**src/rtl/subleq_loader_pkg.sv**
```systemverilog
// rtl/subleq_loader_pkg.sv - loader state encodings and frame constants
package subleq_loader_pkg;

  typedef enum logic [2:0] {
    LD_IDLE  = 3'd0,
    LD_LOAD  = 3'd1,
    LD_CHECK = 3'd2,
    LD_RUN   = 3'd3,
    LD_ERR   = 3'd4
  } ld_state_t;

  localparam int LD_LEN_MAX = 256;

endpackage

```
**src/rtl/subleq_loader.sv**
```systemverilog
// rtl/subleq_loader.sv - length-prefixed, checksummed boot image loader for SUBLEQ RAM
module subleq_loader
  import subleq_loader_pkg::*;
#(
  parameter int ADR_W = 8,
  parameter int DAT_W = 8,
  parameter logic [ADR_W-1:0] START_ADR = '0
) (
  input  logic             clk,
  input  logic             res,
  input  logic             in_valid,
  input  logic [DAT_W-1:0] in_data,
  output logic             in_ready,
  input  logic             load_req,
  output logic             ld_we,
  output logic [ADR_W-1:0] ld_adr,
  output logic [DAT_W-1:0] ld_dat,
  output logic             core_hold,
  output logic             done,
  output logic             err
);

  localparam logic [ADR_W-1:0] ADR_ONE = ADR_W'(1);

  ld_state_t        state;
  ld_state_t        state_nxt;
  logic [8:0]       cnt;
  logic [8:0]       cnt_init;
  logic [DAT_W-1:0] sum;
  logic [DAT_W-1:0] sum_add;
  logic             accept;

  assign accept   = in_valid & in_ready;
  assign sum_add  = sum + in_data;
  // A length byte of zero encodes a full 256-byte image.
  assign cnt_init = (in_data == '0) ? 9'(LD_LEN_MAX) : 9'(in_data);

  always_ff @(posedge clk) begin
    if (res) state <= LD_IDLE;
    else     state <= state_nxt;
  end

  always_comb begin
    state_nxt = state;
    case (state)
      LD_IDLE:  if (accept) state_nxt = LD_LOAD;
      LD_LOAD:  if (accept && cnt == 9'd1) state_nxt = LD_CHECK;
      LD_CHECK: if (accept) state_nxt = (sum_add == '0) ? LD_RUN : LD_ERR;
      LD_RUN:   if (load_req) state_nxt = LD_IDLE;
      LD_ERR:   state_nxt = LD_ERR;
      default:  state_nxt = LD_IDLE;
    endcase
  end

  always_comb begin
    in_ready  = (state == LD_IDLE) || (state == LD_LOAD) || (state == LD_CHECK);
    core_hold = (state != LD_RUN);
    done      = (state == LD_RUN);
    err       = (state == LD_ERR);
  end

  // Address is pre-decremented in IDLE so every LOAD accept is a plain increment.
  always_ff @(posedge clk) begin
    if (res) begin
      cnt    <= '0;
      sum    <= '0;
      ld_adr <= START_ADR;
      ld_dat <= '0;
      ld_we  <= 1'b0;
    end else begin
      ld_we <= 1'b0;
      if (accept && state == LD_IDLE) begin
        cnt    <= cnt_init;
        sum    <= '0;
        ld_adr <= START_ADR - ADR_ONE;
      end else if (accept && state == LD_LOAD) begin
        ld_dat <= in_data;
        ld_adr <= ld_adr + ADR_ONE;
        ld_we  <= 1'b1;
        sum    <= sum_add;
        cnt    <= cnt - 9'd1;
      end
    end
  end

endmodule

```
**config.mk**
```make
export PLATFORM = sky130hd
export DESIGN_NAME = subleq_loader
export DESIGN_NICKNAME = d
export VERILOG_FILES = /design/src/rtl/subleq_loader_pkg.sv /design/src/rtl/subleq_loader.sv
export SDC_FILE = /design/constraint.sdc
export NUM_CORES = 1
export LEC_CHECK = 0
export ABC_CLOCK_PERIOD_IN_PS = 2300
export BUFFER_PORTS_ARGS = -buffer_cell sky130_fd_sc_hd__buf_4
export CAP_MARGIN = 10
export CORE_ASPECT_RATIO = 1.2
export CORE_MARGIN = 2
export CORE_UTILIZATION = 50
export DETAILED_ROUTE_END_ITERATION = 6
export PLACE_DENSITY = 0.75
export REMOVE_ABC_BUFFERS = 1
export SLEW_MARGIN = 20
export SYNTH_ARGS = -nofsm -noshare
export SYNTH_HDL_FRONTEND = slang
export SYNTH_SLANG_ARGS = --single-unit
export TNS_END_PERCENT = 20
```
**constraint.sdc**
```tcl
create_clock -name clk -period 2.3 [get_ports clk]
set_input_delay 0.23 -clock clk [delete_from_list [all_inputs] [get_ports clk]]
set_output_delay 0.23 -clock clk [all_outputs]
set_load 0.05 [all_outputs]
```
# Word level (Yosys, flattened, before mapping)
# Index checks and enable logic that the tools add are counted.
[word_totals] reg_bits=37 input_bits=12 output_inout_bits=21 word_cells=45
[classes] n_addsub=3 n_eq_ne=10 n_mux=12 bitwise_logic=2 reduce_logical=12
[ops] op="$mux 9" n=3
[ops] op="$logic_not 8->1" n=2
[ops] op="$mux 8" n=2
[ops] op="$mux 3" n=5
[ops] op="$pmux 3 s5" n=1
[ops] op="$eq 9x1->1 const B" n=1
[ops] op="$sub 9x1->9 const B" n=1
[ops] op="$add 8x1->8 const B" n=1
[ops] op="$add 8x8->8" n=1
[ops] op="$ne 2x2->1 const B" n=4
[ops] op="$eq 3x2->1 const B" n=2
[ops] op="$reduce_and 4->1" n=1
[ops] op="$eq 3x1->1 const B" n=1
[ops] op="$eq 3x3->1 const B" n=1
[ops] op="$logic_and 1x1->1" n=3
[ops] op="$logic_not 3->1" n=1
[ops] op="$ne 3x2->1 const B" n=1
[ops] op="$logic_or 1x1->1" n=2
[ops] op="$reduce_and 2->1" n=1
[ops] op="$reduce_bool 2->1" n=1
[ops] op="$reduce_or 2->1" n=1
[ops] op="$and 1x1->1" n=1
[ops] op="$mux 1" n=1
[ops] op="$not 1->1" n=1

# Longest topological paths before layout
[logic_depth] word_depth=7 mapped_depth=7 depth_no_buf=7

# Worst setup path before layout
# No wires, ideal clock.
[synth_timing] path_type="reg2reg" from="reg sum[0]" to="reg state[2]" setup_ns=0.122 arrival_time_ns=2.058 required_time_ns=2.178 setup_slack_ns=0.121 stages_incl_launch_ff=8 path_buffers=0 synth_period_minus_slack_ns=2.179 cell_sequence="dfxtp_1 ha_1 fa_1 a211oi_1 nor2_1 xor2_1 or3_1 o311a_1"
[synth_between] elab_chain_len=5
[synth_rtl] element="start, declared" line_no="subleq_loader.sv:29" rtl="logic [DAT_W-1:0] sum;"
[synth_rtl] element="start signal, assigned" line_no="subleq_loader.sv:80" rtl="sum <= sum_add;"
[synth_rtl] element="$add 8x8->8" line_no="subleq_loader.sv:34" rtl="assign sum_add = sum + in_data;"
[synth_rtl] element="$logic_not 8->1" line_no="subleq_loader.sv:48" rtl="LD_CHECK: if (accept) state_nxt = (sum_add == '0) ? LD_RUN : LD_ERR;"
[synth_rtl] element="$mux 3 (2 in series)" line_no="subleq_loader.sv:48"
[synth_rtl] element="$pmux 3 s5" line_no="subleq_loader.sv:45" rtl="case (state)"
[synth_rtl] element="end signal, assigned" line_no="subleq_loader.sv:40" rtl="else state <= state_nxt;"
[synth_rtl] element="end, declared" line_no="subleq_loader.sv:25" rtl="ld_state_t state;"
# Every way passes these cells. The select of a mux whose other input is x is not followed.
# A chain may end at the register's enable or synchronous reset.

# Worst setup path after layout
[layout_timing] from="reg sum[0]" to="reg state[0]"
# Same word-level chain as after synthesis.

==> flow_summary.toml <==
[global_route]
grt_pass1_vias = 1807
grt_max_degree = 30
antenna_found_initial = 0
grt_usage = 0.225
grt_pass1_wl_um = 8260
grt_overflow = 0

[place]
dp_hpwl_um = 3600
placed_area_um2 = 2390
place.gp.congestion = 0.905
portBuffers = 32
place_inst = 336
pre_cts_ws_ns = -0.0962

[timing]
min_period_ns = 2.25
timing.fmax_mhz = 445
finClkSkew_ns = 0.00573
maxSlewHeadroom = 0.569
hold_viol = 0
tightest_slew_ns = 0.640
slew_violations = 0
fin_crit_sh = 0.978
finalWorstSetupSlack_ns = 0.0506
rsz0062_at_grt = "true"
finalSetupViolations = 0

[drt]
wl_per_cell_um = 14.4
vias_per_cell = 5.87
drt_wl_total_um = 4950
firstDrtPassIters = 5
drtAntennaViolNets = 0
via_count = 2015
drtIter0Drc = 153
route.detailed.drc = 0

[floorplanning]
die_x_um = 62.6
die_y_um = 74.3
die_area_um2 = 4650
num_io_pins = 33
row_count = 25
start_util = 0.523
core_area_um2 = 3940

[setup_path]
cp-end-kind = "flop"
rrSetupSlack_ns = 0.05
path_max_fanout = 2
r2r_start = "sum[0]"
cp.arrival_ns = 2.46
worst-r2r-cell-count = 6
timing.rr.end = "state[0]"
startpoint_type = "flop"
path_class = "reg2reg"
cp.required_ns = 2.51

[worst_hold_path]
min_to = "ld_dat[2]"
whs_path_depth = 3
hold_start = "in_data[2]"
hp-class = "in2reg"

[logic_synthesis]
yosysSeqAreaShare = 0.360
synth_cells = 253
synth_area_per_cell_um2 = 8.14
synth_top_cell_by_area = "dfxtp_1"
synth-async-reset-ratio = 0
yosys-top-cells-area = "dfxtp_1, nand2_1, a21oi_1"
ys_warn_count = 0
synth-seq-cells = 37
ys.flop_type = "dfxtp_1"
synth_edf_count = 0
synth.lib_cells_used.distinct = 52
netlist.area_leader.share = 0.360
syn_area_um2 = 2060

[cts]
clock_path_buffers = 2
cts_setup_buffers = 0
cts_root_buf = "clkbuf_8"
clock_latency_ns = 0.29
tritoncts = "built"
postCtsHoldBufs = 0
cts_buffers = 5
cts-htree-levels = 2
cts_sinks = 37
clk_pin_slew_ns = 0.07

[pwr]
irDropWorstVdd_mv = 0.222
power_w = 0.00161
p_leak_nw = 1.00
power-per-cell-area_nw_per_um2 = 642

[cells_and_area]
final_area_um2 = 2510
fillerInstances = 372
diodes = 0
num-nets-final = 312
final_core_util = 0.636
area_growth_pct = 21.7
fin_cells = 343
drive_gt1_frac = 0.221

[outcome]
status = "finished, final reports clean"

[job]
maxCapViolations = 0
==> state kept, by name (all words and copies together), names as in the netlist <==
name and count:
cnt 9, ld_we 1, ld_dat 8, sum 8, ld_adr 8, state 3
==> cell usage in the layout, fill, tap and decap left out, drive strengths merged, types with 4 or more instances in the layout <==
master,n
nand2b,4
nor3,5
nor4,4
ha,10
a31oi,5
o21ai,10
nor3b,4
buf,42
dfxtp,37
nand2,40
a221oi,5
nor2,25
inv,6
xor2,7
clkbuf,7
a21oi,27
==> report_power, final <==
part | total, W | internal [W] | leakage, nW | switching [W]
logic | 0.000418 | 0.000160 | 0.653 | 0.000258
clock network | 0.000462 | 0.000238 | 0.0443 | 0.000225
registers | 0.000730 | 0.000685 | 0.303 | 0.0000450
total | 0.00161 | 0.00108 | 1.00 | 0.000527
==> stage by stage <==
step,TNS [ns],hold slack [ns]
after global placement,-0.105,0.441
after global routing,-0.00627,0.213
after CTS,0,0.215
after detailed placement,-0.241,0.450
after floorplan,0,0.299
final,0,0.217
==> how the worst max path moves through the flow <==
stage	from	endpoint	slack, ns	depth (start not counted)
detailed placement	in_data[0]	state[2]	-0.1	8
global route	sum[0]	state[0]	-0.006	7
CTS	sum[0]	state[2]	0.006	6
finish	sum[0]	state[0]	0.05	6
floorplan	state[0]	cnt[8]	0.11	4
global placement	in_data[0]	state[2]	-0.06	8
==> synthesized netlist by cell type, types with 5 or more instances <==
library cell,number
dfxtp_1,37
inv_1,6
a21oi_1,27
nor2_1,25
ha_1,10
a31oi_1,5
nor3_1,5
xor2_1,7
nand2_1,40
clkbuf_1,7
buf_2,5
o21ai_0,10
==> cell families (layout without fill, tap and decap cells) <==
logic type | count (synthesis) | in the layout | synth area share
buf+inv | 19 | 55 | 0.0377
xor+xnor | 9 | 9 | 0.0450
compound gates | 65 | 65 | 0.205
fa+ha+maj | 11 | 11 | 0.0705
flops | 37 | 37 | 0.360
mux | 2 | 2 | 0.0103
simple gates | 110 | 110 | 0.272
==> metal layers <==
metal	routed length, um	GRT usage	share of wire	up-vias
li1	-	-	-	994
met1	2090	0.273	0.42	949
met2	2460	0.379	0.50	56
met3	242	0.0499	0.049	16
met4	156	0.123	0.032	0
met5	0	0	0	-
==> area by class of cell <==
class / instances / area, um^2 / area share
flip-flops and latches: 37 / 741 / 0.295
multi-input cells: 197 / 1270 / 0.508
clock buffers: 7 / 86.3 / 0.0344
inverters: 6 / 22.5 / 0.00898
repair buffers: 42 / 315 / 0.126
well taps: 54 / 67.6 / 0.0269
==> timing repair <==
action,4_1_cts,5_1_grt
pin swaps,0,0
gates resized for setup,1,5
setup endpoints to repair,3,3
gates cloned,0,0
==> worst max-delay path, cell delays in order (launching register included) <==
cell     delay (ns)
dfxtp_1        0.31
ha_1           0.21
fa_2           0.37
xor2_1         0.18
or4_4          0.43
or4b_1         0.49
o31ai_2        0.18
Power figures use the tool's default switching activity.
